--- src/rtl/csr_pkg.sv ---
// rtl/csr_pkg.sv - shared types and widths for the dense-to-CSR encoder
package csr_pkg;

  typedef enum logic [1:0] {
    IDLE   = 2'd0,
    STREAM = 2'd1,
    FLUSH  = 2'd2,
    DONE   = 2'd3
  } state_e;

  localparam int NZ_AW      = 14;
  localparam int ROW_AW     = 10;
  localparam int COL_W      = 10;
  localparam int CNT_W      = 15;
  localparam int DEF_N_ROWS = 560;
  localparam int DEF_N_COLS = 560;

endpackage

--- src/rtl/csr_rc_counter.sv ---
// rtl/csr_rc_counter.sv - row-major position counter with last-element flag
module csr_rc_counter
  import csr_pkg::*;
#(
  parameter int N_ROWS = DEF_N_ROWS,
  parameter int N_COLS = DEF_N_COLS
) (
  input  logic              clk,
  input  logic              rst,
  input  logic              clear_i,
  input  logic              step_i,
  output logic [ROW_AW-1:0] row_o,
  output logic [COL_W-1:0]  col_o,
  output logic              last_o
);

  localparam logic [ROW_AW-1:0] LAST_ROW = ROW_AW'(N_ROWS - 1);
  localparam logic [COL_W-1:0]  LAST_COL = COL_W'(N_COLS - 1);

  logic [ROW_AW-1:0] row_q, row_d;
  logic [COL_W-1:0]  col_q, col_d;

  always_comb begin
    row_d = row_q;
    col_d = col_q;
    if (clear_i) begin
      row_d = '0;
      col_d = '0;
    end else if (step_i) begin
      if (col_q == LAST_COL) begin
        col_d = '0;
        row_d = row_q + ROW_AW'(1);
      end else begin
        col_d = col_q + COL_W'(1);
      end
    end
  end

  always_ff @(posedge clk) begin
    if (!rst) begin
      row_q <= '0;
      col_q <= '0;
    end else begin
      row_q <= row_d;
      col_q <= col_d;
    end
  end

  assign row_o  = row_q;
  assign col_o  = col_q;
  assign last_o = (row_q == LAST_ROW) && (col_q == LAST_COL);

endmodule

--- src/rtl/csr_encoder.sv ---
// rtl/csr_encoder.sv - dense row-major stream to CSR value/column/row-pointer RAM writer
module csr_encoder
  import csr_pkg::*;
#(
  parameter int N_ROWS    = DEF_N_ROWS,
  parameter int N_COLS    = DEF_N_COLS,
  parameter int NNZ_DEPTH = 16384,
  parameter int DW        = 32
) (
  input  logic              clk,
  input  logic              rst,
  input  logic              start,
  input  logic              in_valid,
  output logic              in_ready,
  input  logic [DW-1:0]     in_data,
  output logic              nz_we,
  output logic [NZ_AW-1:0]  nz_addr,
  output logic [DW-1:0]     val_data,
  output logic [31:0]       col_data,
  output logic              row_we,
  output logic [ROW_AW-1:0] row_addr,
  output logic [31:0]       row_data,
  output logic              busy,
  output logic              done,
  output logic              overflow,
  output logic [CNT_W-1:0]  nnz_count
);

  state_e              state_q, state_d;
  logic [CNT_W-1:0]    nnz_q, nnz_d;
  logic                ovf_q, ovf_d;
  logic                in_ready_q, in_ready_d;
  logic                busy_q, busy_d;
  logic                done_q, done_d;
  logic                nz_we_q, nz_we_d;
  logic [NZ_AW-1:0]    nz_addr_q, nz_addr_d;
  logic [DW-1:0]       val_q, val_d;
  logic [31:0]         col_q, col_d;
  logic                row_we_q, row_we_d;
  logic [ROW_AW-1:0]   row_addr_q, row_addr_d;
  logic [31:0]         row_data_q, row_data_d;

  logic                cnt_clear, cnt_step, last;
  logic [ROW_AW-1:0]   cur_row;
  logic [COL_W-1:0]    cur_col;
  logic                accept;

  csr_rc_counter #(.N_ROWS(N_ROWS), .N_COLS(N_COLS)) u_rc (
    .clk     (clk),
    .rst     (rst),
    .clear_i (cnt_clear),
    .step_i  (cnt_step),
    .row_o   (cur_row),
    .col_o   (cur_col),
    .last_o  (last)
  );

  assign accept = in_valid && in_ready_q;

  // Every output is registered from next-state, so writes land the cycle after acceptance.
  always_comb begin
    state_d    = state_q;
    nnz_d      = nnz_q;
    ovf_d      = ovf_q;
    in_ready_d = 1'b0;
    busy_d     = busy_q;
    done_d     = 1'b0;
    nz_we_d    = 1'b0;
    nz_addr_d  = nz_addr_q;
    val_d      = val_q;
    col_d      = col_q;
    row_we_d   = 1'b0;
    row_addr_d = row_addr_q;
    row_data_d = row_data_q;
    cnt_clear  = 1'b0;
    cnt_step   = 1'b0;
    case (state_q)
      IDLE: begin
        if (start) begin
          state_d    = STREAM;
          cnt_clear  = 1'b1;
          nnz_d      = '0;
          ovf_d      = 1'b0;
          busy_d     = 1'b1;
          in_ready_d = 1'b1;
        end
      end
      STREAM: begin
        in_ready_d = 1'b1;
        if (accept) begin
          cnt_step = 1'b1;
          if (cur_col == '0) begin
            row_we_d   = 1'b1;
            row_addr_d = cur_row;
            row_data_d = 32'(nnz_q);
          end
          if (in_data != '0) begin
            if (nnz_q < CNT_W'(NNZ_DEPTH)) begin
              nz_we_d   = 1'b1;
              nz_addr_d = nnz_q[NZ_AW-1:0];
              val_d     = in_data;
              col_d     = 32'(cur_col);
              nnz_d     = nnz_q + CNT_W'(1);
            end else begin
              ovf_d = 1'b1;
            end
          end
          if (last) begin
            state_d    = FLUSH;
            in_ready_d = 1'b0;
          end
        end
      end
      FLUSH: begin
        row_we_d   = 1'b1;
        row_addr_d = ROW_AW'(N_ROWS);
        row_data_d = 32'(nnz_q);
        state_d    = DONE;
      end
      DONE: begin
        done_d  = 1'b1;
        busy_d  = 1'b0;
        state_d = IDLE;
      end
      default: state_d = IDLE;
    endcase
  end

  always_ff @(posedge clk) begin
    if (!rst) begin
      state_q    <= IDLE;
      nnz_q      <= '0;
      ovf_q      <= 1'b0;
      in_ready_q <= 1'b0;
      busy_q     <= 1'b0;
      done_q     <= 1'b0;
      nz_we_q    <= 1'b0;
      nz_addr_q  <= '0;
      val_q      <= '0;
      col_q      <= '0;
      row_we_q   <= 1'b0;
      row_addr_q <= '0;
      row_data_q <= '0;
    end else begin
      state_q    <= state_d;
      nnz_q      <= nnz_d;
      ovf_q      <= ovf_d;
      in_ready_q <= in_ready_d;
      busy_q     <= busy_d;
      done_q     <= done_d;
      nz_we_q    <= nz_we_d;
      nz_addr_q  <= nz_addr_d;
      val_q      <= val_d;
      col_q      <= col_d;
      row_we_q   <= row_we_d;
      row_addr_q <= row_addr_d;
      row_data_q <= row_data_d;
    end
  end

  assign in_ready  = in_ready_q;
  assign busy      = busy_q;
  assign done      = done_q;
  assign overflow  = ovf_q;
  assign nnz_count = nnz_q;
  assign nz_we     = nz_we_q;
  assign nz_addr   = nz_addr_q;
  assign val_data  = val_q;
  assign col_data  = col_q;
  assign row_we    = row_we_q;
  assign row_addr  = row_addr_q;
  assign row_data  = row_data_q;

endmodule

--- config.mk ---
export PLATFORM = sky130hd
export DESIGN_NAME = csr_encoder
export DESIGN_NICKNAME = d
export VERILOG_FILES = /design/src/rtl/csr_pkg.sv /design/src/rtl/csr_rc_counter.sv /design/src/rtl/csr_encoder.sv
export SDC_FILE = /design/constraint.sdc
export NUM_CORES = 1
export LEC_CHECK = 0
export ABC_CLOCK_PERIOD_IN_PS = 2600
export CAP_MARGIN = 25
export CORE_MARGIN = 2
export CORE_UTILIZATION = 46
export CTS_CLUSTER_DIAMETER = 120
export CTS_CLUSTER_SIZE = 14
export DETAILED_ROUTE_END_ITERATION = 10
export GPL_ROUTABILITY_DRIVEN = 0
export MAX_ROUTING_LAYER = met4
export PLACE_DENSITY_LB_ADDON = 0.08
export SKIP_CTS_REPAIR_TIMING = 1
export SLEW_MARGIN = 10
export SYNTH_ARGS = -nofsm -noshare
export SYNTH_HDL_FRONTEND = slang
export SYNTH_HIERARCHICAL = 1
export SYNTH_SLANG_ARGS = --single-unit
--- constraint.sdc ---
create_clock -name clk -period 2.6 [get_ports clk]
set_clock_uncertainty 0.1 [all_clocks]
set_input_delay 0.39 -clock clk [delete_from_list [all_inputs] [get_ports clk]]
set_output_delay 0.39 -clock clk [all_outputs]
set_load 0.02 [all_outputs]
==> metrics.md <==
| Metric | Value |
|---|---|
| Syn. warnings | 6 |
| Fraction of layout cells with a size suffix above 1 | 8.99% |
| Clock share of power | 40.1% |
| Antenna violations before repair | 0 |
| Vias in the first global route | ~4.5k |
| Vias per cell | just over 5 |
| Register share of total power | 38.9% |
| Synth Cell Area | 0.00542 mm^2 |
| CP bufs+invs | 0 |
| Die area | between 0.01 and 0.015 mm^2 |
| Crit path arrival time | 2.51 ns |
| Commonest cells after routing, fill and taps aside | clkdlybuf4s50_1 (137), dfxtp_1 (124), nor2_1 (98), mux2i_1 (58), nand2_1 (52) |
| RSZ-0062 raised after global routing | no |
| Metal-1 WL | 5960 um |
| CTS Root Cell | clkbuf_16 |
| Top sig layer | met4 |
| Final ANT Viol Nets | 0 |
| Most common cell after layout, fill and taps aside | clkdlybuf4s50_1 |
| Die Width | between 100 and 150 um |
| Yosys reg bits | 124 |
| Post-Synthesis Cells | 593 |
| Finished Layout Cells | between 800 and 900 |
| Area growth syn-to-layout | 37.8% |
| Per-cell routed wire length | approximately 15 um |
| DP HPWL | 9660 um |
| Final setup vio count | 0 |
| Register area share after synthesis | 45.8% |
| Die height | 113 um |
| Crit Path Max Fanout | 6 |
| Post-synth top area cell | dfxtp_1 |
| CTS tree | done |
| Synth area leaders | dfxtp_1 (46%), mux2i_1 (11%), nor2_1 (6.8%) |
| Clock sink total | about 120 |
| Fin Setup TNS | 0 ns |
| Pint | 3.74 mW |
| Max Slew Vio Count | 0 |
| Site Rows | 39 |
| CTS max path bufs | 2 |
| Largest net degree at the start of global routing | 67 |
| Startpoint Class | flip-flop |
| CTS H-tree lvls | 4 |
| Placeable Area | 0.0115 mm^2 |
| Worst slew pin tran | between 0.7 and 0.8 ns |
| Num CTS Buffers | 17 |
| Max frequency | between 400 and 500 MHz |
| DR WL met3 | 716 um |
| P_sw | 1.52 mW |
| Total power | roughly 5.3 mW |
| Reg clk slew, reported paths | ~0.05 ns |
| Met2 WL | 6540 um |
| Final worst path period share | 88.2% |
| Starting DRT DRC Count | 250 |
| Io pins | around 180 |
| Drc violations | 0 |
| Switching share of power | 28.9% |
| Worst Path Required | about 2.8 ns |
| All-Layer GR Usage | 22.2% |
| Max IR drop VDD | 0.000551 V |
| Fin nets | a little under 800 |
| Final-layout fill cell count | roughly 1,000 |
| Crit Path Category | flip-flop to flip-flop |
| Pleak | roughly 3.2 nW |
| Grt total ovfl | 0 |
| Comb pwr share | a little over a fifth |
| Final min period | around 2.3 ns |
| Post-synth EDFFs | 0 |
| Largest stage delay, worst path | ~0.45 ns |
| Dpl ws | -0.0668 ns |
| Syn avg cell area | 9.14 um^2 |
| Ys flop type | dfxtp_1 |
| Vias after detailed routing | 4,662 |
| Crit-path cells | ha_1 > nor4b_1 > nand4_1 > nor3_1 > nand3_1 > a21oi_2 > nor2_1 > a211oi_1 |
| PwrDens | 703 mW/mm^2 |
| Ant diodes | 0 |
| Max-cap check violation count | 0 |
| Post-synth top area share | about 46% |
| Skew-Pair Late Insertion Delay | 0.41 ns |
| WL final | ~13,000 um |
| Hold slack | 0.352 ns |
| Async set-reset flop share out of synthesis | 0% |
| Flop-to-flop setup slack | 0.31 ns |
| DRT Pass-1 Iters | 4 |
| Dpl cells | 867 |
| Critical Path Sink Type | flip-flop |
| Netlist cell types | 53 |
| Port bufs | ~140 |
| First-pass GRT wire length | approximately 22,000 um |
| HP Class | flip-flop to flip-flop |
| Status | finished clean |
| Fin. Hold Viols | 0 |
| Slew margin rel. | between 40 and 50% |
| Crit-path leading delay family | simple AND/OR/NAND/NOR gates |
| Slowest CP cell | dfxtp_1 |
| Setup WS post-layout | slightly above 0.3 ns |
| Starting Density | 47.3% |
==> state kept, by name, summed over array words and instances (netlist names) <==
signal      count
nnz_count      15
u_rc/row_o     10
state_q         2
row_we          1
u_rc/col_o     10
overflow        1
in_ready        1
busy            1
nz_we           1
done            1
nz_addr        14
row_addr       10
val_data       32
col_data       10
row_data       15
==> path summary, 6_finish.rpt <==
check	to	cells after the start	start
min	row_data[7]	2	row_data[7]
min reg2reg	row_data[7]	2	row_data[7]
max reg2reg	state_q[0]	8	u_rc/col_o[0]
max	state_q[0]	8	u_rc/col_o[0]
==> cell usage after synthesis (2+ instances only) <==
library cell,number
buf_2,6
a21oi_1,26
o21a_1,2
xor2_1,8
o21ai_0,3
or3_1,6
clkbuf_1,17
buf_4,41
a22oi_1,8
o22ai_1,4
o21ai_2,3
o211a_1,4
a211o_1,5
ha_1,8
nand4_1,13
nor4_1,15
buf_6,7
and4_1,4
nand2_1,52
nand3_1,17
and3_1,6
nand2b_1,4
nor3_2,2
nor2b_1,2
dfxtp_1,124
and4_2,2
o2111ai_1,2
nor3_1,2
nor2_1,98
o211ai_1,4
xnor2_1,6
inv_1,10
mux2i_1,58
a31oi_1,5
==> layout make-up <==
| cell class | count | area [um^2] | area share [%] |
|---|---|---|---|
| clock buffers | 23 | 458 | 6.13 |
| repair buffers | 165 | 1660 | 22.3 |
| inverters | 10 | 37.5 | 0.503 |
| flip-flops and latches | 124 | 2480 | 33.2 |
| multi-input cells | 426 | 2580 | 34.5 |
| clock inverters | 8 | 70.1 | 0.938 |
| well taps | 143 | 179 | 2.40 |
==> through the flow <==
stage / util [%] / cell area [um^2]
finish: 65.1 / 7470
global route: 65.1 / 7470
CTS: 65.0 / 7450
detailed placement: 60.4 / 6920
global placement: 60.4 / 6920
floorplan: - / 5560
==> cell families (layout without fill, tap and decap cells) <==
kind of cell	after synthesis	after routing	share of synthesized area, %
other	1	39	0.0692
buffers and inverters	81	206	9.56
and+or+nand+nor	233	233	20.6
xor gates and xnor gates	14	14	2.26
muxes	58	58	10.7
adders and majority gates	8	8	1.85
DFF	124	124	45.8
AOI/OAI and AO/OA	74	74	9.16
==> metal layers <==
metal  global-route usage, %  vias to the layer above
met3                    5.67                       20
li1                        -                     2291
met1                    27.3                     2204
met5                       -                        -
met2                    34.9                      147
met4                    9.11                        0
==> worst register-to-register path, delay by kind of cell, from the launching register on <==
family	cells	cell delay [ns]
AND/OR/NAND/NOR	5	0.94
AO/OA/AOI/OAI	2	0.46
flip-flops	1	0.45
adder cells (fa/ha/maj)	1	0.27
==> power groups by stage <==
stage	Clock, mW	Combinational (mW)	Sequential (mW)
2_1_floorplan	0	0.637	2.14
3_3_place_gp	0	1.05	2.08
3_5_place_dp	0	1.07	2.08
4_1_cts	2.15	1.07	2.04
5_1_grt	2.25	1.19	2.05
6_report	2.11	1.10	2.04
(Power assumes the default switching activity.)
==> RTL edit 1: new RTL, same flow settings <==
Encoding of `state_e`: now one-hot (4 bits for 4 states).
--- a/src/rtl/csr_pkg.sv
+++ b/src/rtl/csr_pkg.sv
@@ -2,9 +2,9 @@
 package csr_pkg;
 
-  typedef enum logic [1:0] {
-    IDLE   = 2'd0,
-    STREAM = 2'd1,
-    FLUSH  = 2'd2,
-    DONE   = 2'd3
+  typedef enum logic [3:0] {
+    IDLE   = 4'b0001,
+    STREAM = 4'b0010,
+    FLUSH  = 4'b0100,
+    DONE   = 4'b1000
   } state_e;
 
Check against the original RTL: same outputs for any inputs over 4 cycles, from zero or initial values and one cycle with rst low; so few cycles prove little.
==> RTL edit 1 against the unedited design <==
  * Worst hold slack got worse by 0.0026 ns
  * First-iteration DRC count down 0.40%
  * Wire length up 4.6%
  * Sequential cell count grew 2
  * Cell area shrank 2.9%
  * Setup slack improved by 0.17 ns
  * Critical path depth down 1
  * Area after synthesis down 1.1%
  * Non-clock buffer count down 8
Power is not compared: it rests on default switching activity, and its combinational part moved more than twofold at a synthesized area within 25%.
==> RTL edit 1: results (changes against the unedited design) <==
| Metric | Value |
|---|---|
| VDD IR-drop max | 0.000406 V |
| CTS Buf Count | 17 (unchanged) |
| DR vias/cell | 5.27 (+1.6%) |
| Final wirelength | 14100 um (+4.6%) |
| Worst R2R Setup Slack | 0.48 ns (+0.17 ns) |
| Clock buffer depth | 2 (unchanged) |
| Register area share after synthesis | 0.470 (+0.0125) |
| WP data arrival | 2.37 ns (-0.14 ns) |
| DRT antenna net count | 0 (unchanged) |
| Number of flip-flops in the largest register | 32 (unchanged) |
| Syn_area_per_cell | 8.09 um^2 (-12%) |
| FFs w/ async S/R, synth | 0 (unchanged) |
| Layout cells sized above 1 | 0.0672 (-0.0228) |
| CTS clk-pin slew, worst paths | 0.05 ns (about the same) |
| Nets | 836 (+6.1%) |
| Hold endpoint | nz_addr[12] |
| Fillers | 986 (unchanged) |
| RR Startpoint | state_q[3] |
| Placed Cells incl. Taps | 921 (+6.2%) |
| Hpwl dp | 10100 um (+4.9%) |
| List of most frequent post-synthesis cells | 155 x nand2_1, 126 x dfxtp_1, 86 x a21oi_1 |
| DRT iter0 DRCs | 249 (-0.40%) |
| Largest net degree at the start of global routing | 32 (-52%) |
| M1 wire length | 6170 um (+3.6%) |
| Drt first pass iters | 5 (+1) |
| IO buf count | 137 (unchanged) |
| Synth Flop Type | dfxtp_1 |
| Area contributors post-synth | dfxtp_1 47%, nand2_1 11%, a21oi_1 8.0%, buf_4 5.5%, nand3_1 3.5% |
| DR WL met2 | 6720 um (+2.7%) |
| Ant diodes | 0 (unchanged) |
| Met3 Wirelength | 951 um (+33%) |
| Run status | completed |
| Final setup fails | 0 (unchanged) |
| Worst-Margin Slew | 0.609 ns (-0.189 ns) |
| Vias in the first global route | 4710 (+5.7%) |
| Cells on worst reg2reg path | 7 (-1) |
| Critical R2R Capture | u_rc/row_o[9] |
| Hold Startpoint | nz_addr[12] |
| Switching Share | 0.214 |
| Distinct cell type count after synthesis | 50 (-5.7%) |
| First-pass GRT wire length | 22600 um (+3.5%) |
| GRT Total Usage | 0.231 (+0.00914) |
| Wire per inst | 14.9 um (-0.72%) |
[RTL edit 1: cell count changes after synthesis, moves of 5 or more]
cell,change
nand2_1,+103
a21oi_1,+60
nor2_1,-54
mux2i_1,-52
nand3_1,+21
a22oi_1,-8
buf_2,+8
clkbuf_1,+7
a31oi_1,+5
ha_1,-5
nor3_1,+5
[RTL edit 1: worst max-delay path by stage]
stage / slack, ns / depth (start not counted) / startpoint / to
after floorplan: 0.44 / 10 / state_q[3] / u_rc/col_o[0]
after global placement: 0.17 / 7 / in_data[1] / nnz_count[1]
after detailed placement: 0.12 / 7 / in_data[1] / nnz_count[1]
after CTS: 0.48 / 7 / state_q[2] / u_rc/col_o[5]
after global routing: 0.32 / 7 / state_q[3] / u_rc/col_o[4]
final: 0.48 / 7 / state_q[3] / u_rc/row_o[9]
[RTL edit 1: cell type report]
type	instances	area share
inverters	13	0.00673
clock buffers	23	0.0645
repair buffers	157	0.213
multi-input cells	482	0.337
clock inverters	3	0.00552
well taps	143	0.0247
flip-flops and latches	126	0.348
[RTL edit 1: stage by stage]
| stage | setup WS [ns] | hold slack [ns] | area [um^2] | utilization | power [W] |
|---|---|---|---|---|---|
| floorplan | 0.442 | 0.365 | 5500 | - | 0.00215 |
| global placement | 0.173 | 0.342 | 6740 | 0.591 | 0.00220 |
| detailed placement | 0.121 | 0.346 | 6740 | 0.591 | 0.00220 |
| CTS | 0.476 | 0.353 | 7250 | 0.635 | 0.00429 |
| global route | 0.322 | 0.369 | 7250 | 0.635 | 0.00439 |
| finish | 0.475 | 0.350 | 7250 | 0.635 | 0.00426 |
[RTL edit 1: worst max-delay path, stage by stage (launching register included)]
cell and delay, ns:
dfxtp_1 0.36, nor4b_4 0.33, nand3_2 0.21, inv_1 0.14, and4_1 0.23, nand4_2 0.16, or3_1 0.38, a21oi_1 0.14
[RTL edit 1: kinds of logic after synthesis]
logic type | after synthesis | synth area share
and+or+nand+nor | 300 | 0.260
AOI/OAI and AO/OA | 120 | 0.127
DFF | 126 | 0.470
other | 1 | 0.000699
muxes | 6 | 0.0112
xor gates and xnor gates | 14 | 0.0229
buffers and inverters | 93 | 0.0999
adders and majority gates | 3 | 0.00700
[RTL edit 1: power by group through the flow]
stage,clock [W],combinational (W),sequential (W)
global route,0.00221,0.000235,0.00195
finish,0.00209,0.000221,0.00195
floorplan,0,0.000162,0.00199
CTS,0.00212,0.000219,0.00195
global placement,0,0.000215,0.00199
detailed placement,0,0.000218,0.00199
[RTL edit 1: layer usage]
metal	GRT usage	up-vias
met3	0.0686	21
met5	-	-
met2	0.358	183
met1	0.283	2340
met4	0.0959	0
li1	-	2445
==> RTL edit 2: new RTL, config.mk and constraints unchanged <==
Without the edit above. The parameter `DW` goes from 32 to 16.
--- a/src/rtl/csr_encoder.sv
+++ b/src/rtl/csr_encoder.sv
@@ -6,5 +6,5 @@
   parameter int N_COLS    = DEF_N_COLS,
   parameter int NNZ_DEPTH = 16384,
-  parameter int DW        = 32
+  parameter int DW        = 16
 ) (
   input  logic              clk,
Ports: changed (resized in_data and val_data); port bits go from 177 to 145. No check against the original RTL was run, so the function may have changed too.
==> RTL edit 2 against the unedited design <==
  * Area after synthesis decreased by 6.0%
  * Total power decreased by 28%
  * Sequential cell count decreased by 16
  * Setup slack got worse by 0.13 ns
  * Global-route usage increased by 1.1 points
  * Cell area decreased by 15%
  * Wire length decreased by 2.0%
  * Worst hold slack improved by 0.018 ns
  * Sequential share of layout area increased by 0.62 points
==> RTL edit 2: results (changes against the unedited design) <==
| Metric | Value |
|---|---|
| Run status | completed |
| Multi-input gate area | 0.00253 mm^2 (-1.8%) |
| CTS clk-pin slew, worst paths | 0.10 ns (+0.05 ns) |
| CLK BUF | 11 (-52%) |
| IO buf count | 105 (-23%) |
| Root Driver | clkbuf_8 |
| List of most frequent post-synthesis cells | 108 x dfxtp_1, 82 x nand3_1, 69 x a21oi_1 |
| DRT iter0 DRCs | 244 (-2.4%) |
| Placed Area | 0.00618 mm^2 (-11%) |
| Drt first pass iters | 7 (+3) |
| Post-Synthesis Cells | 608 (+2.5%) |
| Nonclk inv count | 13 (+3) |
| P&R area growth vs syn | 25.4% |
| Nets | 728 (-7.6%) |
| Overall Power | 0.00376 W (-28%) |
| Number of flip-flops in the largest register | 16 (-50%) |
| DR vias/cell | 5.55 (+6.9%) |
| P_comb | 0.000895 W (-19%) |
| Non-clk bufs | 126 (-24%) |
| GRT met1 Usage | 0.285 (+0.0117) |
| Area contributors post-synth | dfxtp_1 42%, nand3_1 8.1%, a21oi_1 6.8%, buf_4 6.2%, o21ai_0 5.9% |
| Distinct cell type count after synthesis | 58 (+9.4%) |
| Startpoint Class | register |
| Clock Sinks | 108 (-13%) |
| Clock-cell share | 0.0327 (-0.0380) |
| M1 wire length | 5620 um (-5.6%) |
| Met2 global-route usage | 0.393 (+0.0437) |
| Slowest stage delay, CP | 0.48 ns (+0.03 ns) |
| Placed Cells incl. Taps | 829 (-4.4%) |
| GRT Total Usage | 0.233 (+0.0112) |
| Crit-path slowest cell | dfxtp_1 |
| Fillers | 1033 (+4.8%) |
| Hpwl dp | 9300 um (-3.7%) |
| First-pass GRT wire length | 21500 um (-1.4%) |
| WP data arrival | 2.62 ns (+0.11 ns) |
| Met3 Track Usage GR | 0.0287 (-0.0280) |
| H-tree depth | 3 (-1) |
| Worst R2R Setup Slack | 0.17 ns (-0.13 ns) |
| Non-Filler Instances | 845 (-6.0%) |
| Leak | 2.21 nW (-32%) |
| Largest net degree at the start of global routing | 49 (-27%) |
| Wire per inst | 15.7 um (+4.2%) |
| Clk pwr | 0.00108 W (-49%) |
| NonClk Buf Share | 0.197 (-0.0257) |
| Switching Share | 0.319 (+0.0306) |
| DR WL met2 | 6690 um (+2.3%) |
| Met3 Wirelength | 672 um (-6.1%) |
| FF+latch area | 0.00216 mm^2 (-13%) |
| CTS Buf Count | 9 (-8) |
| VDD IR-drop max | 0.000338 V (-39%) |
## RTL edit 2: cell families after synthesis
group	after synthesis	synth area share
and+or+nand+nor	223	0.246
buffers and inverters	96	0.107
other	1	0.000736
AOI/OAI and AO/OA	151	0.165
adders and majority gates	8	0.0197
xor gates and xnor gates	14	0.0241
DFF	108	0.425
muxes	7	0.0138
## RTL edit 2: per-stage QoR
step / hold WS (ns) / worst slack, ns
after global placement: 0.355 / 0.267
final: 0.370 / 0.173
after CTS: 0.375 / 0.231
after global routing: 0.386 / 0.0693
after detailed placement: 0.361 / 0.182
after floorplan: 0.371 / 0.659
## RTL edit 2: worst min-delay path by stage
| stage | start | to | slack (ns) |
|---|---|---|---|
| after floorplan | u_rc/row_o[9] | u_rc/row_o[9] | 0.37 |
| after CTS | row_data[4] | row_data[4] | 0.37 |
| after global routing | row_data[7] | row_data[7] | 0.39 |
| after global placement | row_data[7] | row_data[7] | 0.36 |
| after detailed placement | row_data[4] | row_data[4] | 0.36 |
| final | row_data[4] | row_data[4] | 0.37 |
